==> src/rtl/onehot_decoder_stream.sv <==
// Registered index-to-one-hot decoder behind a valid/ready handshake. Each word is
// held for at least HOLD_CYCLES cycles. Define ONEHOT_DEC_ERR_CNT_EN to add err_cnt.
module onehot_decoder_stream #(
    parameter int IDX_W       = 2,
    parameter int N_OUT       = 4,
    parameter int HOLD_CYCLES = 1
) (
    input  logic             clk,
    input  logic             rst_n,
    input  logic [IDX_W-1:0] in,
    input  logic             in_valid,
    output logic             in_ready,
    output logic [N_OUT-1:0] out,
    output logic             out_valid,
    input  logic             out_ready,
    output logic             err
`ifdef ONEHOT_DEC_ERR_CNT_EN
    ,
    output logic [7:0]       err_cnt
`endif
);

    typedef enum logic {IDLE, HOLD} state_t;

    localparam logic [7:0] HOLD_INIT = 8'(HOLD_CYCLES - 1);

    state_t           state, state_nx;
    logic [7:0]       cnt, cnt_nx;
    logic [N_OUT-1:0] out_nx, dec;
    logic             ov_nx, err_nx;
    logic             rdy_en, bad, completion, accept;

    for (genvar gi = 0; gi < N_OUT; gi++) begin : g_dec
        assign dec[gi] = (in == IDX_W'(gi));
    end

    assign bad        = (32'(in) >= 32'(N_OUT));
    assign completion = (state == HOLD) && out_ready && (cnt == 8'd0);
    // rdy_en keeps in_ready low until the first edge after reset release
    assign in_ready   = rdy_en && ((state == IDLE) || completion);
    assign accept     = in_valid && in_ready;

    always_comb begin
        state_nx = state;
        cnt_nx   = cnt;
        out_nx   = out;
        ov_nx    = out_valid;
        err_nx   = err;
        if (accept) begin
            out_nx   = bad ? '0 : dec;
            err_nx   = bad;
            ov_nx    = 1'b1;
            cnt_nx   = HOLD_INIT;
            state_nx = HOLD;
        end else if (completion) begin
            out_nx   = '0;
            err_nx   = 1'b0;
            ov_nx    = 1'b0;
            state_nx = IDLE;
        end else if (state == HOLD && cnt != 8'd0) begin
            cnt_nx = cnt - 8'd1;
        end
    end

    always_ff @(posedge clk or negedge rst_n) begin
        if (!rst_n) begin
            state     <= IDLE;
            cnt       <= 8'd0;
            out       <= '0;
            out_valid <= 1'b0;
            err       <= 1'b0;
            rdy_en    <= 1'b0;
        end else begin
            state     <= state_nx;
            cnt       <= cnt_nx;
            out       <= out_nx;
            out_valid <= ov_nx;
            err       <= err_nx;
            rdy_en    <= 1'b1;
        end
    end

`ifdef ONEHOT_DEC_ERR_CNT_EN
    // saturating count of out-of-range indices, bumped on the accept cycle
    always_ff @(posedge clk or negedge rst_n) begin
        if (!rst_n)
            err_cnt <= 8'd0;
        else if (accept && bad && err_cnt != 8'hff)
            err_cnt <= err_cnt + 8'd1;
    end
`endif

endmodule

==> config.mk <==
export PLATFORM = sky130hd
export DESIGN_NAME = onehot_decoder_stream
export DESIGN_NICKNAME = d
export VERILOG_FILES = /design/src/rtl/onehot_decoder_stream.sv
export SDC_FILE = /design/constraint.sdc
export NUM_CORES = 1
export LEC_CHECK = 0
export BUFFER_PORTS_ARGS = -buffer_cell sky130_fd_sc_hd__buf_2
export CORE_ASPECT_RATIO = 0.9
export CORE_MARGIN = 2
export CORE_UTILIZATION = 25
export DETAILED_ROUTE_END_ITERATION = 10
export PLACE_DENSITY = 0.38
export SETUP_SLACK_MARGIN = 0.1
export SLEW_MARGIN = 5
export SYNTH_ARGS = -nofsm -noshare
export SYNTH_HDL_FRONTEND = slang
export SYNTH_SLANG_ARGS = --single-unit
==> constraint.sdc <==
create_clock -name clk -period 2.2 [get_ports clk]
set_input_delay 0 -clock clk [delete_from_list [all_inputs] [get_ports clk]]
set_output_delay 0 -clock clk [all_outputs]
set_load 0.1 [all_outputs]
Yosys cells after proc, flatten, opt, wreduce, memory -nomap -nowiden. Index checks and enable logic that the tools add are counted.

Logic and storage cells: 31. Register bits: 15. Input bits: 6. Output and inout bits: 7.

Eq/ne operators: 4. Bitwise gates (word level): 1. Muxes and demuxes: 8. Reduce and logical (&&, ||, !) cells: 12. $add $sub $neg: 1.

Operator list (number): 8-bit 2-to-1 mux (3); 8-bit zero test (1); 4-bit 2-to-1 mux (2); 8-bit nonzero test (1); 8-bit by 1-bit subtractor with 8-bit output (second input constant) (1); 1-bit logical AND (5); 2-bit == test (second input constant) (2); 2-bit nonzero test (2); 1-bit 2-to-1 mux (3); 2-bit by 1-bit == test with 1-bit output (second input constant) (1); 2-bit zero test (1); 2-bit by 1-bit != test with 1-bit output (second input constant) (1); 2-bit AND reduction (1); 1-bit logical OR (1); 1-bit inverter (1).

Depth between registers and ports, before layout.
Word-level depth: 7. Mapped depth: 8.

Least setup slack after synthesis. Ideal clock, no wire load.

Path type: register -> output. From: register cnt[0]. To: output port in_ready. Arrival: 2.117 ns. Stages on the path, launching flop included: 7. Slack: 0.083 ns. Buffers on the path: 1. Cells stage by stage: dfrtp_1 > inv_1 > ha_1 > or3b_1 > buf_2 > o31ai_4 > and2_1.

Cells in the longest elaborated chain, start to end: 4.

RTL lines: start, declared (RTL line 28) `logic [7:0] cnt, cnt_nx;`; start signal, assigned (RTL line 75) `cnt <= cnt_nx;`; 8-bit zero test (RTL line 38) `assign completion = (state == HOLD) && out_ready && (cnt == 8'd0);`; 1-bit logical AND (RTL line 38); 1-bit logical OR (RTL line 40) `assign in_ready = rdy_en && ((state == IDLE) || completion);`; 1-bit logical AND (RTL line 40); end, declared (RTL line 12) `output logic in_ready,`.

No other way between the ends.

Worst setup path after layout. Same ends and word-level chain as after synthesis.

==> run_results.csv <==
group,metric,value,unit
outcome,status,"finished clean",
clock_tree,tritoncts,"built",
synthesis,number_of_standard_cells_after_synthesis,71,
final_layout,number_of_antenna_cells_inserted,0,
setup_path,end_kind,"output port",
clock_tree,cts_made_buffers,3,
global_routing,overall_fraction_of_global_route_tracks_in_use,0.0994,
timing,period_share,0.906,
power,power.total,1.39,mW
placed_design,placedCellCount,118,
power,internal_pwr_total,0.698,mW
timing,period_needed,1.99,ns
route,drt_iter0_markers,7,
route,dr.pass1.iters,4,
synthesis,syn-cell-area,717,µm²
synthesis,synth_enable_flop_cells,0,
global_routing,initial_antenna_violation_count,0,
synthesis,synth-warning-count,0,
floorplanning,die-height,54.8,µm
setup_path,worst-setup-path-type,"register to output port",
power,combinational_share_of_power,0.528,
route,drc,0,
clock_tree,numClockSinks,14,
setup_path,reg2reg_slack,0.28,ns
route,postRouteWirelength,1.33,mm
floorplanning,ios,13,
setup_path,startpoint_of_the_most_critical_setup_path,"cnt[0]$_DFFE_PN0P_",
synthesis,async_reset_ff_frac,1.00,
setup_path,critical_path.endpoint,"in_ready",
final_layout,areaGrowthSynthToFinish,24.4,%
placed_design,gp_congestion,0.670,
floorplanning,dieArea,3310,µm²
timing,hold_violations,0,
synthesis,yosysUniqueCellTypes,30,
route,route.antenna.remaining_nets,0,
timing,fin_worst_skew,0.00495,ns
synthesis,synth-seq-area-share,0.489,
power,leakagePower,0.410,nW
timing,report.final.slew_viol_count,0,
global_routing,globalRoute.totalOverflow,0,
setup_path,cp-start-kind,"register",
timing,grt_setup_unrepaired,"false",
final_layout,final-instance-count-excl-fill,126,
timing,timing.setup.tns,0,ns
global_routing,first_global_vias,511,
power,vdd_ir_drop_max,0.784,mV
setup_path,timing.rr.end,"out[3]$_DFFE_PN0P_",
clock_tree,clk_transition_reported_paths,0.09,ns
synthesis,ys_ff_latch,14,
timing,setup_viol,0,
global_routing,largest_net_degree_at_the_start_of_global_routing,15,
timing,timing.fmax,501,MHz
power,p_sw,0.688,mW
synthesis,syn-num-nets,78,
final_layout,final_net_count,94,
route,via_count,530,
setup_path,cp.required,2.20,ns
floorplanning,rows,18,
synthesis,syn_area_per_cell,10.1,µm²
floorplanning,core_region_area,2750,µm²
flow_run,max-cap-violations,0,
clock_tree,cts.htree.levels,1,
synthesis,ys.flop_type,"sky130_fd_sc_hd__dfrtp_1",
power,switching_share,0.496,
clock_tree,ctsLongestPathBuffers,2,
global_routing,grt_pass1_wl,2.33,mm
floorplanning,dieWidth,60.5,µm
route,post_drt_wl_per_cell,10.5,µm
floorplanning,initial_utilization,0.261,
power,p_per_area,1550,nW/µm²
setup_path,worst_r2r_path_depth,6,
min_path,worst_hold_path_type,"input port to register",
setup_path,reg2reg_from,"cnt[0]$_DFFE_PN0P_",
clock_tree,clock_tree.root_cell,"sky130_fd_sc_hd__clkbuf_4",
placed_design,hpwlAfterDp,983,µm
final_layout,post_route_cells_drive_above_1_share,0.256,
setup_path,critical_path_peak_fanout,6,
power,share_seq_of_total_power,0.338,
clock_tree,clk-insertion-delay-late,0.28,ns
placed_design,port_buffers,11,
setup_path,critPathArrivalTime,1.99,ns
power,clockPowerShare,0.135,
route,route.detailed.vias_per_inst,4.21,
-- cell usage after synthesis, drive strengths merged, types with 2 or more instances --
library cell,instances,area [µm²]
nor2,9,33.8
dfrtp,14,350
buf,3,23.8
conb,2,7.51
inv,6,22.5
a21oi,3,15.0
o211ai,2,15.0
nand2,5,18.8
nor3b,2,15.0
nor3,2,10.0
a32o,4,40.0
mux2i,3,30.0
-- sequential cells by signal, summed over array words and instances, names as in the netlist --
signal,count
rdy_en,1
out,4
state,1
cnt,8
-- critical path: stages, from the launching register on --
cell and delay (ns):
sky130_fd_sc_hd__dfrtp_1 0.41, sky130_fd_sc_hd__inv_1 0.07, sky130_fd_sc_hd__ha_2 0.19, sky130_fd_sc_hd__or3b_4 0.43, sky130_fd_sc_hd__o31ai_4 0.26, sky130_fd_sc_hd__and2_4 0.19, sky130_fd_sc_hd__buf_12 0.16
-- power by group through the flow --
| stage | Clock (mW) | Combinational, mW | Sequential (mW) |
|---|---|---|---|
| floorplan | 0 | 0.340 | 0.722 |
| global route | 0.210 | 0.796 | 0.488 |
| global placement | 0 | 0.718 | 0.475 |
| finish | 0.187 | 0.731 | 0.468 |
| detailed placement | 0 | 0.710 | 0.472 |
| CTS | 0.194 | 0.725 | 0.469 |
-- stage by stage --
step	setup WS, ns	utilization	hold WS [ns]	cell area, µm²
2_1_floorplan	0.130	-	-0.296	718
3_3_place_gp	0.130	0.295	-0.0799	811
3_5_place_dp	0.108	0.295	-0.0790	811
4_1_cts	0.157	0.321	0.0196	881
5_1_grt	0.102	0.325	0.0347	892
6_report	0.206	0.325	0.0190	892
-- layout make-up --
cell class	count	area [µm²]
fillers	305	1860
repair buffers	15	108
clock buffers	4	36.3
inverters	6	22.5
well taps	40	50.0
flip-flops and latches	14	350
multi-input cells	47	325
-- cell usage in the layout (no fill, tap or decap), types with 3 or more instances in the layout --
master / count
sky130_fd_sc_hd__a21oi_1: 3
sky130_fd_sc_hd__a32o_1: 4
sky130_fd_sc_hd__buf_2: 10
sky130_fd_sc_hd__clkbuf_4: 3
sky130_fd_sc_hd__dfrtp_1: 14
sky130_fd_sc_hd__dlygate4sd3_1: 3
sky130_fd_sc_hd__inv_1: 6
sky130_fd_sc_hd__mux2i_1: 3
sky130_fd_sc_hd__nand2_1: 5
sky130_fd_sc_hd__nor2_1: 9
-- logic make-up (layout without fill, tap and decap cells) --
| logic type | after synthesis | count (layout) | synth area share |
|---|---|---|---|
| other cells | 2 | 2 | 0.0105 |
| simple gates | 25 | 25 | 0.183 |
| fa+ha+maj | 1 | 1 | 0.0174 |
| compound gates | 14 | 14 | 0.164 |
| xor+xnor | 2 | 2 | 0.0244 |
| buf+inv | 10 | 25 | 0.0698 |
| flops | 14 | 14 | 0.489 |
| mux | 3 | 3 | 0.0419 |
-- per-layer routing --
metal | share of wire | global-route usage | vias up
li1 | - | - | 271
met1 | 0.49 | 0.131 | 246
met2 | 0.47 | 0.152 | 13
met3 | 0.043 | 0.0355 | 0
met4 | 0 | 0.0326 | 0
met5 | 0 | 0 | -
-- timing repair --
action | CTS | global route
pin swaps | 0 | 0
buffers inserted | 0 | 1
endpoints found under the setup margin | 5 | 1
resized for setup | 2 | 2
hold buffers | 3 | 0
endpoints found under the hold margin | 17 | 0
-- worst min path at each step --
stage,cells after the start,to,startpoint
2_1_floorplan,0,cnt[0]$_DFFE_PN0P_,rst_n
3_3_place_gp,1,cnt[3]$_DFFE_PN0P_,rst_n
3_5_place_dp,1,cnt[3]$_DFFE_PN0P_,rst_n
4_1_cts,3,state$_DFFE_PN0P_,in_valid
5_1_grt,3,state$_DFFE_PN0P_,in_valid
6_report,3,state$_DFFE_PN0P_,in_valid
(Power assumes the default switching activity.)
